<file path="src/rtl/sat_pkg.sv">
// Shared definitions for the saturating accumulator: FSM state encoding
// and the signed saturation bounds expressed as functions of word width.
package sat_pkg;

  typedef enum logic [1:0] {
    IDLE = 2'd0,
    ACC  = 2'd1,
    HOLD = 2'd2
  } state_e;

  // Largest value of a w-bit two's-complement word: 2^(w-1)-1
  function automatic longint satMax(input int w);
    return (longint'(1) <<< (w - 1)) - longint'(1);
  endfunction

  // Smallest value of a w-bit two's-complement word: -2^(w-1)
  function automatic longint satMin(input int w);
    return -(longint'(1) <<< (w - 1));
  endfunction

endpackage

</file>
<file path="src/rtl/sat_addsub_core.sv">
// Combinational saturating add/subtract of two signed W-bit words.
// The exact result is formed one bit wider so that no overflow is lost,
// then clamped back into the W-bit range with a flag when clamping occurs.
module sat_addsub_core
  import sat_pkg::*;
#(
  parameter int W = 16
) (
  input  logic [W-1:0] a,
  input  logic [W-1:0] b,
  input  logic         sub,
  output logic [W-1:0] y,
  output logic         clamp
);

  localparam logic signed [W:0] MAX_EXT = (W + 1)'(satMax(W));
  localparam logic signed [W:0] MIN_EXT = (W + 1)'(satMin(W));

  logic signed [W:0] aExt;
  logic signed [W:0] bExt;
  logic signed [W:0] exact;

  assign aExt = {a[W-1], a};
  assign bExt = {b[W-1], b};

  // Exact W+1-bit sum/difference followed by clamping to the W-bit range
  always_comb begin
    exact = sub ? (aExt - bExt) : (aExt + bExt);
    y     = exact[W-1:0];
    clamp = 1'b0;
    if (exact > MAX_EXT) begin
      y     = MAX_EXT[W-1:0];
      clamp = 1'b1;
    end else if (exact < MIN_EXT) begin
      y     = MIN_EXT[W-1:0];
      clamp = 1'b1;
    end
  end

endmodule

</file>
<file path="src/rtl/sat_accum.sv">
// Frame-based saturating fixed-point accumulator.
// Operands stream in with valid/ready; the running sum is clamped at every
// step. After the last operand the result is held on the output handshake
// until taken, during which no new operands are accepted.
// Optional build macro SAT_ACCUM_STATS_EN adds a 16-bit sat_frames port
// counting delivered frames that saw at least one clamp.
module sat_accum
  import sat_pkg::*;
#(
  parameter int INT   = 8,
  parameter int FRAC  = 8,
  parameter int CNT_W = 8
) (
  input  logic                  clk,
  input  logic                  rst,
  input  logic                  in_valid,
  output logic                  in_ready,
  input  logic [INT+FRAC-1:0]   in_data,
  input  logic                  in_sub,
  input  logic                  in_last,
  output logic                  out_valid,
  input  logic                  out_ready,
  output logic [INT+FRAC-1:0]   out_sum,
  output logic                  out_sat,
  output logic [CNT_W-1:0]      out_count
`ifdef SAT_ACCUM_STATS_EN
  ,
  output logic [15:0]           sat_frames
`endif
);

  localparam int W = INT + FRAC;

  state_e state_q, state_d;
  logic [W-1:0]     acc_q, acc_d;
  logic [CNT_W-1:0] count_q, count_d;
  logic             sat_q, sat_d;

  logic             accept;
  logic             deliver;
  logic [W-1:0]     coreA;
  logic [W-1:0]     coreY;
  logic             coreClamp;

  assign accept  = in_valid && in_ready;
  assign deliver = (state_q == HOLD) && out_ready;

  // A new frame starts from zero; within a frame the running sum feeds back
  assign coreA = (state_q == ACC) ? acc_q : '0;

  sat_addsub_core #(
    .W(W)
  ) u_core (
    .a    (coreA),
    .b    (in_data),
    .sub  (in_sub),
    .y    (coreY),
    .clamp(coreClamp)
  );

  // State register
  always_ff @(posedge clk or posedge rst) begin
    if (rst) begin
      state_q <= IDLE;
    end else begin
      state_q <= state_d;
    end
  end

  // Next-state logic: last operand ends the frame, output transfer frees it
  always_comb begin
    state_d = state_q;
    unique case (state_q)
      IDLE:    if (accept) state_d = in_last ? HOLD : ACC;
      ACC:     if (accept && in_last) state_d = HOLD;
      HOLD:    if (out_ready) state_d = IDLE;
      default: state_d = IDLE;
    endcase
  end

  // Datapath next values: accumulate on acceptance, clear on delivery
  always_comb begin
    acc_d   = acc_q;
    count_d = count_q;
    sat_d   = sat_q;
    if (accept) begin
      acc_d = coreY;
      if (state_q == IDLE) begin
        count_d = CNT_W'(1);
        sat_d   = coreClamp;
      end else begin
        count_d = (count_q == {CNT_W{1'b1}}) ? count_q : count_q + CNT_W'(1);
        sat_d   = sat_q | coreClamp;
      end
    end else if (deliver) begin
      acc_d   = '0;
      count_d = '0;
      sat_d   = 1'b0;
    end
  end

  // Datapath registers; a reset mid-frame simply discards the partial sum
  always_ff @(posedge clk or posedge rst) begin
    if (rst) begin
      acc_q   <= '0;
      count_q <= '0;
      sat_q   <= 1'b0;
    end else begin
      acc_q   <= acc_d;
      count_q <= count_d;
      sat_q   <= sat_d;
    end
  end

  // Handshake and result outputs, zeroed whenever no result is offered
  always_comb begin
    in_ready  = (state_q != HOLD);
    out_valid = (state_q == HOLD);
    out_sum   = '0;
    out_sat   = 1'b0;
    out_count = '0;
    if (state_q == HOLD) begin
      out_sum   = acc_q;
      out_sat   = sat_q;
      out_count = count_q;
    end
  end

`ifdef SAT_ACCUM_STATS_EN
  logic [15:0] sat_frames_q;

  // Count delivered frames that clamped, sticking at the maximum
  always_ff @(posedge clk or posedge rst) begin
    if (rst) begin
      sat_frames_q <= '0;
    end else if (deliver && sat_q && (sat_frames_q != 16'hFFFF)) begin
      sat_frames_q <= sat_frames_q + 16'd1;
    end
  end

  assign sat_frames = sat_frames_q;
`endif

endmodule
</file>
<file path="config.mk">
export PLATFORM = sky130hd
export DESIGN_NAME = sat_accum
export DESIGN_NICKNAME = d
export VERILOG_FILES = /design/src/rtl/sat_pkg.sv /design/src/rtl/sat_addsub_core.sv /design/src/rtl/sat_accum.sv
export SDC_FILE = /design/constraint.sdc
export NUM_CORES = 1
export LEC_CHECK = 0
export BUFFER_PORTS_ARGS = -buffer_cell sky130_fd_sc_hd__clkbuf_2
export CORE_UTILIZATION = 61
export DETAILED_ROUTE_END_ITERATION = 10
export GPL_TIMING_DRIVEN = 0
export PLACE_DENSITY = 0.82
export SYNTH_ARGS = -nofsm -noshare
export SYNTH_HDL_FRONTEND = slang
export SYNTH_SLANG_ARGS = --single-unit
</file>
<file path="constraint.sdc">
create_clock -name clk -period 5.41 [get_ports clk]
set_clock_uncertainty 0.05 [all_clocks]
set_input_delay 0.8115 -clock clk [delete_from_list [all_inputs] [get_ports clk]]
set_output_delay 0.8115 -clock clk [all_outputs]
set_load 0.01 [all_outputs]
</file>
==> flow_metrics.py <==
metrics = {
    "place": {
        "dpl.hpwl_um": 4890,
        "post_dp_cell_area_um2": 3010,
        "gp_congestion": 0.902,
        "port_buffers": 47,
    },
    "timing": {
        "tns_ns": 0,
        "tightest_slew_ns": 1.00,
        "post-route-period-util_pct": 75.5,
        "slew_viol_final": 0,
        "fmax_mhz": 245,
        "rsz0062_at_grt": "false",
        "timing.slew.headroom_pct": 33.2,
        "hold_violations": 0,
        "period_minus_slack_ns": 4.09,
        "finalSetupViolations": 0,
    },
    "global_routing": {
        "grt_overflow": 0,
        "grt_pass1_wl_um": 9250,
        "antenna_found_initial": 0,
        "grt_pass1_vias": 2058,
        "grt_max_degree": 28,
        "grt_usage_pct": 26.5,
    },
    "worst_setup_path": {
        "start_kind": "input pin",
        "rrSetupSlack_ns": 1.64,
        "r2r_cells": 13,
        "startpoint": "in_data[2]",
        "endpoint": "acc_q[11]$_DFFE_PP0P_",
        "r2r_end": "acc_q[11]$_DFFE_PP0P_",
        "endpoint_kind": "flip-flop",
        "path_class": "in -> reg",
        "reg2reg_from": "state_q[1]$_DFFE_PP0P_",
        "worstPathRequired_ns": 5.53,
        "worstPathMaxFanout": 10,
        "worstPathArrival_ns": 4.21,
    },
    "synthesis": {
        "yosysSeqAreaShare_pct": 25.0,
        "synth_cell_type_count": 54,
        "syn_area_per_cell_um2": 8.25,
        "netlist_instances": 328,
        "yosysTopAreaCellShare_pct": 25.0,
        "syn_area_um2": 2710,
        "async_flop_share_pct": 100,
        "dominantRegCellSynth": "dfrtp_1",
        "synth_most_common_cell": "and2_1",
        "ys_warn_count": 0,
        "synth_fp_nets": 369,
        "synth-edff-count": 0,
        "synth_top_cell_by_area": "dfrtp_1",
        "synth.area.top_cells": "dfrtp_1 25%, and2_1 9.5%, ha_1 8.3%, xnor2_1 6.1%, nand2_1 4.6%",
        "synthTopCellsByCount": "41 x and2_1, 33 x nand2_1, 27 x dfrtp_1, 24 x nor2_1, 21 x a21oi_1",
        "synth-seq-cells": 27,
    },
    "routing": {
        "firstDrtPassIters": 4,
        "routed_wl_um": 6090,
        "vias": 2475,
        "remaining_drc_errors": 0,
        "drtAntennaViolNets": 0,
        "via_per_inst": 5.77,
        "post_drt_wl_per_cell_um": 14.2,
        "first_iter_violations": 165,
    },
    "finish": {
        "final_area_um2": 3050,
        "fill_cells": 353,
        "final_nets": 421,
        "final_core_util_pct": 73.6,
        "multiInputGateArea_um2": 1950,
        "drive_gt1_share_pct": 19.5,
        "syn_to_final_growth_pct": 12.7,
        "diodes": 0,
        "regArea_um2": 676,
    },
    "job": {
        "maxCapViolations": 0,
    },
    "clocking": {
        "cts_max_level": 1,
        "cts_setup_buffers": 0,
        "numCtsBuffers": 3,
        "cts_resized": 0,
        "clock_path_buffers": 2,
        "cts_tree": "yes",
        "hold_buffers": 0,
        "cts.sinks": 27,
        "path_clk_slew_ns": 0.10,
        "clk_latency_ns": 0.28,
        "cts_root_buffer": "clkbuf_8",
    },
    "power": {
        "peakVddDrop_uv": 243,
        "powerDensity_nw_per_um2": 348,
        "finalPower_mw": 1.06,
        "power_leakage_nw": 1.43,
    },
    "floorplan": {
        "core_area_um2": 4140,
        "start_util_pct": 65.3,
        "die_w_um": 68.6,
        "die_y_um": 68.6,
        "rows": 23,
        "io_pins": 49,
        "dieArea_um2": 4710,
    },
    "worst_hold_path": {
        "min_path_type": "reg -> reg",
    },
    "status": {
        "status": "finished, final reports clean",
    },
}
[cell type report]
cell class / instances / share of cell area [%]
well taps: 50 / 2.05
flip-flops and latches: 27 / 22.1
plain buffers: 10 / 1.76
clock buffers: 3 / 1.35
multi-input cells: 283 / 63.8
clock inverters: 1 / 0.164
repair buffers: 47 / 7.71
inverters: 8 / 0.984
[critical path, stage by stage]
cell and delay (ns):
clkbuf_2 0.12, nor3_2 0.33, and3_1 0.27, nor2b_1 0.22
nor2_1 0.08, xnor2_1 0.22, ha_1 0.33, a21o_1 0.22
o21bai_1 0.17, a41oi_1 0.31, o311ai_4 0.16, xnor2_2 0.40
buf_6 0.22, nor2_1 0.05, a221o_1 0.29
[flip-flops by register name, summed over array words and instances (netlist names)]
name,flops
count_q,8
state_q,2
sat_q,1
acc_q,16
[cells by family (layout without fill, tap and decap cells)]
kind of cell             after synthesis  after routing  share of synthesized area, %
flip-flops                            27             27                          25.0
multiplexers                           3              3                          1.16
adder cells (fa/ha/maj)               33             33                          14.6
AND/OR/NAND/NOR                      129            129                          24.6
AO/OA/AOI/OAI                         83             83                          19.7
buffers and inverters                 18             69                          3.10
XOR/XNOR                              35             35                          11.9
[report_power, final]
group	leakage (nW)	switching [mW]	internal, mW
registers	0.344	0.0547	0.272
logic	1.06	0.339	0.281
clock network	0.0255	0.0648	0.0517
total	1.43	0.458	0.604
[how the worst min path moves through the flow]
stage                               start               endpoint  slack, ns  cells after the start
CTS                 acc_q[13]$_DFFE_PP0P_  acc_q[13]$_DFFE_PP0P_       0.46                      2
global route        acc_q[15]$_DFFE_PP0P_  acc_q[15]$_DFFE_PP0P_       0.48                      1
finish              acc_q[13]$_DFFE_PP0P_  acc_q[13]$_DFFE_PP0P_       0.46                      2
floorplan           acc_q[10]$_DFFE_PP0P_  acc_q[10]$_DFFE_PP0P_       0.41                      2
global placement    acc_q[13]$_DFFE_PP0P_  acc_q[13]$_DFFE_PP0P_       0.43                      2
detailed placement  acc_q[13]$_DFFE_PP0P_  acc_q[13]$_DFFE_PP0P_       0.44                      2
[cells in the final DEF (no fill, tap or decap), types with 4 or more instances in the layout]
cell type  synthesis  routed
clkbuf_2           0      47
and2_1            41      41
nand2_1           33      33
dfrtp_1           27      27
nor2_1            24      24
a21oi_1           21      21
xnor2_1           19      19
o21ai_1           18      18
ha_1              18      18
xor2_1            14      14
o21ai_0           13      13
maj3_2             8       8
clkbuf_1           7       7
inv_1              7       7
a31oi_1            7       7
nor3_1             6       6
maj3_1             6       6
nand2b_1           5       5
a21o_1             4       4
[layer usage]
layer,track usage [%],vias to the layer above,routed length [um]
met5,0,-,0
met4,4.17,0,47
met3,3.45,6,210
met2,46.7,59,2930
met1,35.1,1140,2900
li1,-,1270,-
[through the flow]
stage | instances | hold slack, ns | setup slack (ns)
floorplan | 328 | 0.411 | 1.67
global placement | 425 | 0.429 | 1.18
detailed placement | 425 | 0.438 | 1.08
CTS | 429 | 0.461 | 1.38
global route | 429 | 0.483 | 1.07
finish | 429 | 0.458 | 1.32
(Power assumes the default switching activity.)
